**src/rtl/toy_mem_arb_pkg.sv**
```systemverilog
// Shared types and defaults for the toy memory arbiter slice.
package toy_mem_arb_pkg;

  localparam int ADDR_WIDTH           = 32;
  localparam int BUS_DATA_WIDTH       = 32;
  localparam int MEM_ARB_NUM_REQ      = 2;
  localparam int MEM_ARB_STARVE_LIMIT = 8;

  // One memory access as seen on the SRAM side of the arbiter.
  typedef struct packed {
    logic [ADDR_WIDTH-1:0]       addr;
    logic                        wr_en;
    logic [BUS_DATA_WIDTH-1:0]   wr_data;
    logic [BUS_DATA_WIDTH/8-1:0] wr_byte_en;
  } mem_req_t;

  // Bus lock: either free for normal arbitration or held by one owner.
  typedef enum logic {
    LOCK_IDLE,
    LOCK_HELD
  } lock_state_e;

endpackage

```
**src/rtl/toy_mem_arb_if.sv**
```systemverilog
// Requester, response and SRAM signals of the arbiter bundled as one interface.
interface toy_mem_arb_if
  import toy_mem_arb_pkg::*;
#(
  parameter int NUM_REQ    = MEM_ARB_NUM_REQ,
  parameter int ADDR_WIDTH = toy_mem_arb_pkg::ADDR_WIDTH,
  parameter int DATA_WIDTH = BUS_DATA_WIDTH
);

  logic [NUM_REQ-1:0]                  req_vld;
  logic [NUM_REQ-1:0]                  req_rdy;
  logic [NUM_REQ-1:0]                  req_lock;
  logic [NUM_REQ*ADDR_WIDTH-1:0]       req_addr;
  logic [NUM_REQ-1:0]                  req_wr_en;
  logic [NUM_REQ*DATA_WIDTH-1:0]       req_wr_data;
  logic [NUM_REQ*DATA_WIDTH/8-1:0]     req_wr_byte_en;
  logic [NUM_REQ-1:0]                  rsp_vld;
  logic [DATA_WIDTH-1:0]               rsp_rd_data;
  logic                                mem_en;
  logic [ADDR_WIDTH-1:0]               mem_addr;
  logic [DATA_WIDTH-1:0]               mem_wr_data;
  logic [DATA_WIDTH/8-1:0]             mem_wr_byte_en;
  logic                                mem_wr_en;
  logic [DATA_WIDTH-1:0]               mem_rd_data;

  // Requesters plus the SRAM model: they drive requests and read data.
  modport master (
    output req_vld, req_lock, req_addr, req_wr_en, req_wr_data, req_wr_byte_en,
    output mem_rd_data,
    input  req_rdy, rsp_vld, rsp_rd_data,
    input  mem_en, mem_addr, mem_wr_data, mem_wr_byte_en, mem_wr_en
  );

  // The arbiter itself.
  modport slave (
    input  req_vld, req_lock, req_addr, req_wr_en, req_wr_data, req_wr_byte_en,
    input  mem_rd_data,
    output req_rdy, rsp_vld, rsp_rd_data,
    output mem_en, mem_addr, mem_wr_data, mem_wr_byte_en, mem_wr_en
  );

endinterface

```
**src/rtl/toy_prio_arb.sv**
```systemverilog
// Combinational priority picker: urgent requesters first, then lowest index.
module toy_prio_arb
  import toy_mem_arb_pkg::*;
#(
  parameter int NUM_REQ = MEM_ARB_NUM_REQ
) (
  input  logic [NUM_REQ-1:0] eligible_i,
  input  logic [NUM_REQ-1:0] urgent_i,
  output logic [NUM_REQ-1:0] grant_o
);

  logic [NUM_REQ-1:0] urgentElig;
  logic [NUM_REQ-1:0] pool;

  // Narrow to the urgent class if any, then isolate its lowest set bit.
  always_comb begin
    urgentElig = eligible_i & urgent_i;
    pool       = (urgentElig != '0) ? urgentElig : eligible_i;
    grant_o    = pool & (~pool + NUM_REQ'(1));
  end

endmodule

```
**src/rtl/toy_mem_arb.sv**
```systemverilog
// Single-port SRAM arbiter: priority with aging, bus lock, read-data routing.
module toy_mem_arb
  import toy_mem_arb_pkg::*;
#(
  parameter int NUM_REQ      = MEM_ARB_NUM_REQ,
  parameter int ADDR_WIDTH   = toy_mem_arb_pkg::ADDR_WIDTH,
  parameter int DATA_WIDTH   = BUS_DATA_WIDTH,
  parameter int STARVE_LIMIT = MEM_ARB_STARVE_LIMIT
) (
  input  logic          clk,
  input  logic          rst,
  toy_mem_arb_if.slave  bus
);

  localparam int OWNER_W = (NUM_REQ > 1) ? $clog2(NUM_REQ) : 1;
  localparam int CNT_W   = $clog2(STARVE_LIMIT + 1);
  localparam int BE_W    = DATA_WIDTH / 8;

  lock_state_e                     state_q, state_d;
  logic [OWNER_W-1:0]              owner_q, owner_d;
  logic [NUM_REQ-1:0][CNT_W-1:0]   waitCnt_q, waitCnt_d;
  logic [NUM_REQ-1:0]              rspVld_q, rspVld_d;

  logic [NUM_REQ-1:0]              eligible;
  logic [NUM_REQ-1:0]              urgent;
  logic [NUM_REQ-1:0]              grant;
  logic [OWNER_W-1:0]              winIdx;
  logic                            memEn;

  // Only valid requesters compete; a held lock shrinks the field to its owner.
  always_comb begin
    eligible = '0;
    urgent   = '0;
    for (int i = 0; i < NUM_REQ; i++) begin
      urgent[i] = (waitCnt_q[i] == CNT_W'(STARVE_LIMIT));
    end
    if (!rst) begin
      if (state_q == LOCK_HELD) begin
        eligible[owner_q] = bus.req_vld[owner_q];
      end else begin
        eligible = bus.req_vld;
      end
    end
  end

  toy_prio_arb #(
    .NUM_REQ (NUM_REQ)
  ) u_prio_arb (
    .eligible_i (eligible),
    .urgent_i   (urgent),
    .grant_o    (grant)
  );

  // Turn the one-hot grant into an index for muxing and lock ownership.
  always_comb begin
    winIdx = '0;
    for (int i = 0; i < NUM_REQ; i++) begin
      if (grant[i]) winIdx = OWNER_W'(i);
    end
  end

  assign memEn           = |grant;
  assign bus.req_rdy     = grant;
  assign bus.mem_en      = memEn;
  assign bus.rsp_vld     = rspVld_q;
  assign bus.rsp_rd_data = bus.mem_rd_data;

  // Present the winner's access to the SRAM in the grant cycle; zeros when idle.
  always_comb begin
    bus.mem_addr       = '0;
    bus.mem_wr_data    = '0;
    bus.mem_wr_byte_en = '0;
    bus.mem_wr_en      = 1'b0;
    if (memEn) begin
      bus.mem_addr       = bus.req_addr[winIdx*ADDR_WIDTH +: ADDR_WIDTH];
      bus.mem_wr_data    = bus.req_wr_data[winIdx*DATA_WIDTH +: DATA_WIDTH];
      bus.mem_wr_byte_en = bus.req_wr_byte_en[winIdx*BE_W +: BE_W];
      bus.mem_wr_en      = bus.req_wr_en[winIdx];
    end
  end

  // Lock next state: take on a locked grant, release when the owner drops lock.
  always_comb begin
    state_d = state_q;
    owner_d = owner_q;
    case (state_q)
      LOCK_IDLE: begin
        if (memEn && bus.req_lock[winIdx]) begin
          state_d = LOCK_HELD;
          owner_d = winIdx;
        end
      end
      LOCK_HELD: begin
        if (!bus.req_lock[owner_q]) state_d = LOCK_IDLE;
      end
      default: state_d = LOCK_IDLE;
    endcase
  end

  // Waiting requesters age up to the limit; a grant or a dropped valid clears them.
  always_comb begin
    waitCnt_d = waitCnt_q;
    for (int i = 0; i < NUM_REQ; i++) begin
      if (!bus.req_vld[i] || grant[i]) begin
        waitCnt_d[i] = '0;
      end else if (!urgent[i]) begin
        waitCnt_d[i] = waitCnt_q[i] + CNT_W'(1);
      end
    end
  end

  // A read granted this cycle owns the SRAM output on the next cycle.
  assign rspVld_d = grant & ~bus.req_wr_en;

  // State, counters and response flags; reset drops any pending response.
  always_ff @(posedge clk) begin
    if (rst) begin
      state_q   <= LOCK_IDLE;
      owner_q   <= '0;
      waitCnt_q <= '0;
      rspVld_q  <= '0;
    end else begin
      state_q   <= state_d;
      owner_q   <= owner_d;
      waitCnt_q <= waitCnt_d;
      rspVld_q  <= rspVld_d;
    end
  end

endmodule

```
**src/flat_wrapper.sv**
```systemverilog
// flat-port wrapper written by rule: the top's interface ports become plain ports
module toy_mem_arb_flat import toy_mem_arb_pkg::*;
#(
  parameter int NUM_REQ      = MEM_ARB_NUM_REQ,
  parameter int ADDR_WIDTH   = toy_mem_arb_pkg::ADDR_WIDTH,
  parameter int DATA_WIDTH   = BUS_DATA_WIDTH,
  parameter int STARVE_LIMIT = MEM_ARB_STARVE_LIMIT
)
  (clk, rst, bus_req_vld, bus_req_lock, bus_req_addr, bus_req_wr_en, bus_req_wr_data, bus_req_wr_byte_en, bus_mem_rd_data, bus_req_rdy, bus_rsp_vld, bus_rsp_rd_data, bus_mem_en, bus_mem_addr, bus_mem_wr_data, bus_mem_wr_byte_en, bus_mem_wr_en);
  toy_mem_arb_if #(.NUM_REQ(NUM_REQ), .ADDR_WIDTH(ADDR_WIDTH), .DATA_WIDTH(DATA_WIDTH)) bus_i ();
  input  logic clk;
  input  logic rst;
  input wire logic [$bits(bus_i.req_vld)-1:0] bus_req_vld;
  input wire logic [$bits(bus_i.req_lock)-1:0] bus_req_lock;
  input wire logic [$bits(bus_i.req_addr)-1:0] bus_req_addr;
  input wire logic [$bits(bus_i.req_wr_en)-1:0] bus_req_wr_en;
  input wire logic [$bits(bus_i.req_wr_data)-1:0] bus_req_wr_data;
  input wire logic [$bits(bus_i.req_wr_byte_en)-1:0] bus_req_wr_byte_en;
  input wire logic [$bits(bus_i.mem_rd_data)-1:0] bus_mem_rd_data;
  output wire logic [$bits(bus_i.req_rdy)-1:0] bus_req_rdy;
  output wire logic [$bits(bus_i.rsp_vld)-1:0] bus_rsp_vld;
  output wire logic [$bits(bus_i.rsp_rd_data)-1:0] bus_rsp_rd_data;
  output wire logic [$bits(bus_i.mem_en)-1:0] bus_mem_en;
  output wire logic [$bits(bus_i.mem_addr)-1:0] bus_mem_addr;
  output wire logic [$bits(bus_i.mem_wr_data)-1:0] bus_mem_wr_data;
  output wire logic [$bits(bus_i.mem_wr_byte_en)-1:0] bus_mem_wr_byte_en;
  output wire logic [$bits(bus_i.mem_wr_en)-1:0] bus_mem_wr_en;
  assign bus_i.req_vld = bus_req_vld;
  assign bus_i.req_lock = bus_req_lock;
  assign bus_i.req_addr = bus_req_addr;
  assign bus_i.req_wr_en = bus_req_wr_en;
  assign bus_i.req_wr_data = bus_req_wr_data;
  assign bus_i.req_wr_byte_en = bus_req_wr_byte_en;
  assign bus_i.mem_rd_data = bus_mem_rd_data;
  assign bus_req_rdy = bus_i.req_rdy;
  assign bus_rsp_vld = bus_i.rsp_vld;
  assign bus_rsp_rd_data = bus_i.rsp_rd_data;
  assign bus_mem_en = bus_i.mem_en;
  assign bus_mem_addr = bus_i.mem_addr;
  assign bus_mem_wr_data = bus_i.mem_wr_data;
  assign bus_mem_wr_byte_en = bus_i.mem_wr_byte_en;
  assign bus_mem_wr_en = bus_i.mem_wr_en;
  toy_mem_arb #(.NUM_REQ(NUM_REQ), .ADDR_WIDTH(ADDR_WIDTH), .DATA_WIDTH(DATA_WIDTH), .STARVE_LIMIT(STARVE_LIMIT)) u_core (.clk(clk), .rst(rst), .bus(bus_i));
endmodule
```
**config.mk**
```make
export PLATFORM = sky130hd
export DESIGN_NAME = toy_mem_arb_flat
export DESIGN_NICKNAME = d
export VERILOG_FILES = /design/src/rtl/toy_mem_arb_pkg.sv /design/src/rtl/toy_mem_arb_if.sv /design/src/rtl/toy_prio_arb.sv /design/src/rtl/toy_mem_arb.sv /design/src/flat_wrapper.sv
export SDC_FILE = /design/constraint.sdc
export NUM_CORES = 1
export LEC_CHECK = 0
export CORE_AREA = 2 2 111 113
export DETAILED_ROUTE_END_ITERATION = 10
export DIE_AREA = 0 0 113 115
export GPL_ROUTABILITY_DRIVEN = 1
export GPL_TIMING_DRIVEN = 0
export PLACE_DENSITY = 0.68
export SYNTH_ARGS = -nofsm -noshare
export SYNTH_HDL_FRONTEND = slang
export SYNTH_SLANG_ARGS = --single-unit
```
**constraint.sdc**
```tcl
create_clock -name clk -period 4.34 [get_ports clk]
set_input_delay 0.868 -clock clk [delete_from_list [all_inputs] [get_ports clk]]
set_output_delay 0.868 -clock clk [all_outputs]
set_load 0.1 [all_outputs]
```
# After elaboration in Yosys (flattened, before gate mapping)
# Index checks and enable logic that the tools add are counted.
word_totals:
  word_cells: 55
  reg_bits: 12
op_classes:
  eq_ne: 2
  mux: 21
  reduce_logical: 11
  addsub: 3
  magnitude_cmp: 3
  shift: 3
  bitwise: 7
ops:
  columns: ["op", "n"]
  rows:
  - ["indexed part select 64 x 7 -> 32 bit", 2]
  - ["2-to-1 mux 32 bit", 2]
  - ["2-to-1 mux 1 bit", 13]
  - ["adder 4 x 1 -> 4 bit, second input constant", 2]
  - ["AND 2 bit", 4]
  - ["equality test 4 bit, second input constant", 2]
  - ["indexed part select 8 x 4 -> 4 bit", 1]
  - ["2-to-1 mux 2 bit", 3]
  - ["OR reduction 2 bit", 3]
  - ["less-than comparator 1 x 2 -> 1 bit, second input constant", 2]
  - ["2-to-1 mux 4 bit", 1]
  - ["inverter 2 bit", 2]
  - ["adder 2 x 1 -> 2 bit, second input constant", 1]
  - ["logical AND 1 bit", 2]
  - ["logical NOT 1 bit", 2]
  - ["logical OR 1 bit", 2]
  - ["one-hot mux 1 bit (2 select lines)", 1]
  - ["AND reduction 2 bit", 1]
  - ["nonzero test 2 bit", 1]
  - ["demux 1 bit (select 1 bit)", 1]
  - [">= comparator 1 bit, second input constant", 1]
  - ["inverter 1 bit", 1]

# Longest topological paths before layout
logic_depth:
  word_depth: 19
  mapped_depth: 9

# By module
# A second synthesis with hierarchy kept.
hier_totals:
  cells_unflattened: 182
  area_unflattened_um2: 1542.7
by_module_without_submodules:
  columns: ["mod", "area_each_um2", "n_inst", "cells_each", "seq_area_each_um2"]
  rows:
  - ["toy_mem_arb", 1512.7, 1, 178, 240.2]
  - ["toy_prio_arb", 30.0, 1, 4, 0.0]

# Worst setup path before layout
# Ideal clock, no wire load.
synth_path:
  kind: "input -> output"
  start: "input rst"
  end: "output bus_mem_addr[27]"
  slack_ns: 0.603
  path_stages: 7
  t_arrival_ns: 2.869
  n_path_buf: 2
  path_cell_list: "nand2b_1 > buf_2 > or3b_4 > nor2_2 > a211oi_2 > buf_2 > a22o_1"
synth_via:
  elab_cells_between_ends: 11
  classes_between: "add/sub: 1; shift: 1; mux: 4; bitwise: 3; reduce/logical: 2"
synth_lines:
  columns: ["item", "line", "source"]
  rows:
  - ["from (decl)", "flat_wrapper.sv:12", "input logic rst;"]
  - ["2-to-1 mux 2 bit *", "toy_mem_arb.sv:37", "if (!rst) begin"]
  - ["AND 2 bit", "toy_prio_arb.sv:17", "urgentElig = eligible_i & urgent_i;"]
  - ["nonzero test 2 bit", "toy_prio_arb.sv:18", "pool = (urgentElig != '0) ? urgentElig : eligible_i;"]
  - ["2-to-1 mux 2 bit *", "toy_prio_arb.sv:18", null]
  - ["inverter 2 bit", "toy_prio_arb.sv:19", "grant_o = pool & (~pool + NUM_REQ'(1));"]
  - ["adder 2 x 1 -> 2 bit", "toy_prio_arb.sv:19", null]
  - ["AND 2 bit *", "toy_prio_arb.sv:19", null]
  - ["via bus_req_rdy[0]", "flat_wrapper.sv:20", "output wire logic [$bits(bus_i.req_rdy)-1:0] bus_req_rdy;"]
  - ["OR reduction 2 bit *", "toy_mem_arb.sv:62", "assign memEn = |grant;"]
  - ["2-to-1 mux 32 bit *", "toy_mem_arb.sv:74", "if (memEn) begin"]
  - ["to (decl)", "flat_wrapper.sv:24", "output wire logic [$bits(bus_i.mem_addr)-1:0] bus_mem_addr;"]
# The timed path passes the listed nets; every way through them passes the cells marked *.

# Worst setup path after layout
layout_path:
  start: "input rst"
  end: "output bus_mem_wr_data[26]"
layout_via:
  elab_chain_len: 10
  elab_cells_between_ends: 11
  classes_between: "add/sub: 1; shift: 1; mux: 4; bitwise: 3; reduce/logical: 2"
layout_rtl:
  columns: ["item", "line", "source"]
  rows:
  - ["2-to-1 mux 2 bit *", "toy_mem_arb.sv:37", null]
  - ["AND 2 bit", "toy_prio_arb.sv:17", null]
  - ["nonzero test 2 bit", "toy_prio_arb.sv:18", null]
  - ["2-to-1 mux 2 bit *", "toy_prio_arb.sv:18", null]
  - ["inverter 2 bit", "toy_prio_arb.sv:19", null]
  - ["adder 2 x 1 -> 2 bit", "toy_prio_arb.sv:19", null]
  - ["AND 2 bit *", "toy_prio_arb.sv:19", null]
  - ["2-to-1 mux 1 bit", "toy_mem_arb.sv:58", "if (grant[i]) winIdx = OWNER_W'(i);"]
  - ["indexed part select 64 x 7 -> 32 bit", "toy_mem_arb.sv:76", "bus.mem_wr_data = bus.req_wr_data[winIdx*DATA_WIDTH +: DATA_WIDTH];"]
  - ["2-to-1 mux 32 bit *", "toy_mem_arb.sv:74", null]
  - ["to (decl)", "flat_wrapper.sv:25", "output wire logic [$bits(bus_i.mem_wr_data)-1:0] bus_mem_wr_data;"]
# Mark *: on every way between the ends. The rest lies on a longest branch, timed or not.

==> summary.txt <==
Worst setup path
  • Kind of end point of the critical path: primary output
  • Data arrival time of the critical path: 3.28 ns
  • Most prevalent standard cell on the critical path: buf_6
  • Startpoint of the most critical register-to-register path: u_core.waitCnt_q[0]
  • Length in cells of the worst reg-to-reg path: 8
  • Data required time of the worst path: 3.47 ns
  • Setup Crit Path Kind: in2out
  • Max stage delay cell, worst path: clkdlybuf4s15_2
  • Worst R2R Setup Slack: approximately 2.4 ns
  • End of the worst register-to-register path: u_core.waitCnt_q[2]
  • Nature of the critical path startpoint: primary input
  • Largest stage delay on the critical path: 0.56 ns
  • Largest fanout on the critical path: 10
  • Critical path cell sequence: clkdlybuf4s50_1, nand2b_1, buf_2, or3b_4, nor2_2, a211oi_2, buf_6, buf_6, a22o_1, clkdlybuf4s15_2

Logic synthesis
  • Top cells by area in the synthesized netlist: a22o_1 (37%), buf_4 (15%), dfxtp_1 (15%), buf_6 (8.9%), ha_1 (3.0%)
  • Fraction of post-synthesis cell area in the top cell type by area: 0.368
  • Post-synthesis cell type with the largest combined area: a22o_1
  • Post-synthesis register bit count: 12
  • Post-synthesis average cell area: 8.65 um2
  • Ys flop type: dfxtp_1
  • Synthesized Nets: 370
  • Post-synth ARST share: 0
  • Cell area after synthesis: 1640 um2
  • Synthesized instance count: 190
  • Post-synthesis sequential area ratio: 0.146
  • YS warnings: 0
  • Library cells used by synthesis: 28
  • Number of enable-type register cells in the synthesized netlist: 0

Timing
  • Clock period minus final worst setup slack: 4.15 ns
  • Max Freq: around 240 MHz
  • Measured slew at the worst slew-check pin: just over 1 ns
  • Final setup skew: 0.000622 ns
  • Final-report hold violation count: 0
  • Final Max Tran Viols: 0
  • Headroom to the max-slew limit: 0.327
  • Crit path setup slack, layout: 0.194 ns
  • Setup TNS: 0 ns
  • Setup repair after global routing missed its margin: no
  • Part of the cycle the worst path needs: 0.955
  • Endpoints failing setup: 0

CTS
  • Clock-pin slew on the worst setup and hold paths: roughly 0.04 ns
  • Clock Root Buffer: clkbuf_16
  • Max Buffers Root-to-Sink: 2
  • Worst skew pair latency: 0.24 ns
  • Clock net sink count: 12
  • CTS tree: yes
  • H-Tree Level Count: 1
  • Num CTS Buffers: 3
  • Total of hold buffers inserted after clock tree synthesis: 0

Floorplan
  • Placeable Area: 11800 um2
  • Initial Util: 0.139
  • Std cell rows: 40
  • Die area: 13000 um2
  • Die Span X: 113 um
  • Number of primary I/O pins: ~280
  • Die Span Y: 115 um

Cells and area
  • Final core occ: 0.370
  • Layout cell share with drive strength beyond 1: 0.292
  • Antenna Diode Count: 0
  • Commonest cells after routing, fill and taps aside: clkdlybuf4s50_1 (178), a22o_1 (69), clkdlybuf4s15_2 (44)
  • Layout overhead on the synthesized area: 166%
  • Footprint of the multi-input gates: around 960 um2
  • Seq. cell area: ~240 um2
  • Number of nets in the finished design: 624
  • Number of inserted filler cells in the final layout: 1204
  • Final instance area: 4370 um2
  • Most common cell after layout, fill and taps aside: clkdlybuf4s50_1

Drt
  • Aggregate routed wire length: 8980 um
  • Pre-Repair DR Iteration Count: 7
  • Total via count in the routed design: 2424
  • Routed len/inst: 15.2 um
  • # DRC: 20
  • Starting DRC count in detailed routing: 113
  • Via/cell ratio: 4.12
  • Post-detailed-route count of antenna-violating nets: 0

Min path
  • Worst Hold Class: reg2reg
  • Worst hold start: u_core.waitCnt_q[3]
  • End of the worst hold path: u_core.waitCnt_q[3]
  • Hold Path Cell Cnt: 2

Placement
  • Gpl congestion: 0.768
  • Post-Place Setup Slack: -0.460 ns
  • Cell Area, Placed: between 4000 and 5000 um2
  • Detailed Place HPWL: roughly 7600 um
  • Count of buffers inserted at the top-level ports: 249

Global route
  • Number of antenna violations at the first check in global routing: 0
  • GR Util All Layers: 0.119
  • Global-route wire length before repair: roughly 13000 um
  • Congestion Overflow GR: 0
  • Number of global-route vias before repair: 2403
  • Pin count of the biggest net entering global routing: 11

Outcome
  • Outcome: complete, but fails checks
  • Violations in the final reports: design-rule violations

Power and ir drop
  • Cell Pwr Density: about 260 nW/um2
  • Switching part of the total power: 0.555
  • Combinational power share: 0.750
  • Sequential share of power: 0.104
  • Net switching power: 0.000625 W
  • Clock power frac: 0.146
  • Lkg Pwr: 1.79 nW
  • Internal Power: 0.000501 W
  • IR drop worst, VDD: 0.134 mV

Job
  • Max-cap violation count: 0
==> synth_stat cells (2+ instances only) <==
cell type	n
a22o_1	69
buf_4	33
buf_6	13
dfxtp_1	12
nor3_1	9
inv_1	6
nor2_1	6
a21oi_1	4
buf_2	4
ha_1	4
nand2_1	3
xor2_1	3
clkbuf_1	2
mux2_2	2
mux2i_1	2
nand2b_1	2
nand3_1	2
nand3b_1	2
nor2b_1	2
xnor2_1	2
==> registers in the layout, indices dropped and copies added, names as in the netlist <==
signal and cells:
u_core.owner_q 1, u_core.waitCnt_q 8, u_core.bus.rsp_vld 2, u_core.state_q 1
==> how the worst max path moves through the flow <==
| stage | start | end | slack, ns | depth (start not counted) |
|---|---|---|---|---|
| global route | rst | bus_mem_wr_data[8] | 0.0008 | 10 |
| CTS | rst | bus_mem_addr[31] | 0.01 | 9 |
| global placement | rst | bus_mem_wr_data[3] | -0.48 | 9 |
| floorplan | rst | bus_mem_addr[27] | 0.60 | 7 |
| detailed placement | rst | bus_mem_wr_data[3] | -0.46 | 9 |
| finish | rst | bus_mem_wr_data[26] | 0.19 | 10 |
==> area by class of cell <==
type | instances | area share
buffer | 52 | 0.0966
clock buffer | 3 | 0.0172
inverter | 6 | 0.00516
multi-input combinational | 120 | 0.220
sequential | 12 | 0.0550
tap | 147 | 0.0421
timing repair buffer | 249 | 0.564
==> what timing repair did <==
action,4_1_cts,5_1_grt
cloned,0,0
resized for setup,202,43
buffers inserted,0,0
setup endpoints to repair,71,27
pin swaps,0,0
==> through the flow <==
stage	hold WS, ns	total power (W)	cells
after floorplan	0.522	0.000708	190
after global placement	0.540	0.000981	586
after detailed placement	0.552	0.000985	586
after CTS	0.563	0.00114	589
after global routing	0.601	0.00116	589
final	0.566	0.00113	589
==> power groups by stage <==
stage / registers [W] / logic [W] / clock network, W
6_report: 0.000117 / 0.000844 / 0.000164
5_1_grt: 0.000117 / 0.000869 / 0.000175
4_1_cts: 0.000117 / 0.000853 / 0.000170
3_5_place_dp: 0.000119 / 0.000866 / 0
3_3_place_gp: 0.000119 / 0.000863 / 0
2_1_floorplan: 0.000124 / 0.000584 / 0
==> critical path, delay by kind of cell <==
kind | cells | cell delay, ns
AND/OR/NAND/NOR | 3 | 0.31
AO/OA/AOI/OAI | 2 | 0.41
buffers and inverters | 5 | 1.66
==> logic make-up after synthesis <==
family | synth area share
compound gates | 0.406
buf+inv | 0.270
simple gates | 0.0944
flops | 0.146
xor+xnor | 0.0266
mux | 0.0259
fa+ha+maj | 0.0304
==> routing by layer <==
metal  up-vias  wire length, um  global-route usage
li1       1199                -                   -
met1      1101             3290               0.138
met2       120             4910               0.234
met3         4              755              0.0237
met4         0               25             0.00732
met5         -                0                   0
No activity file was read; power rests on OpenSTA's default activity.
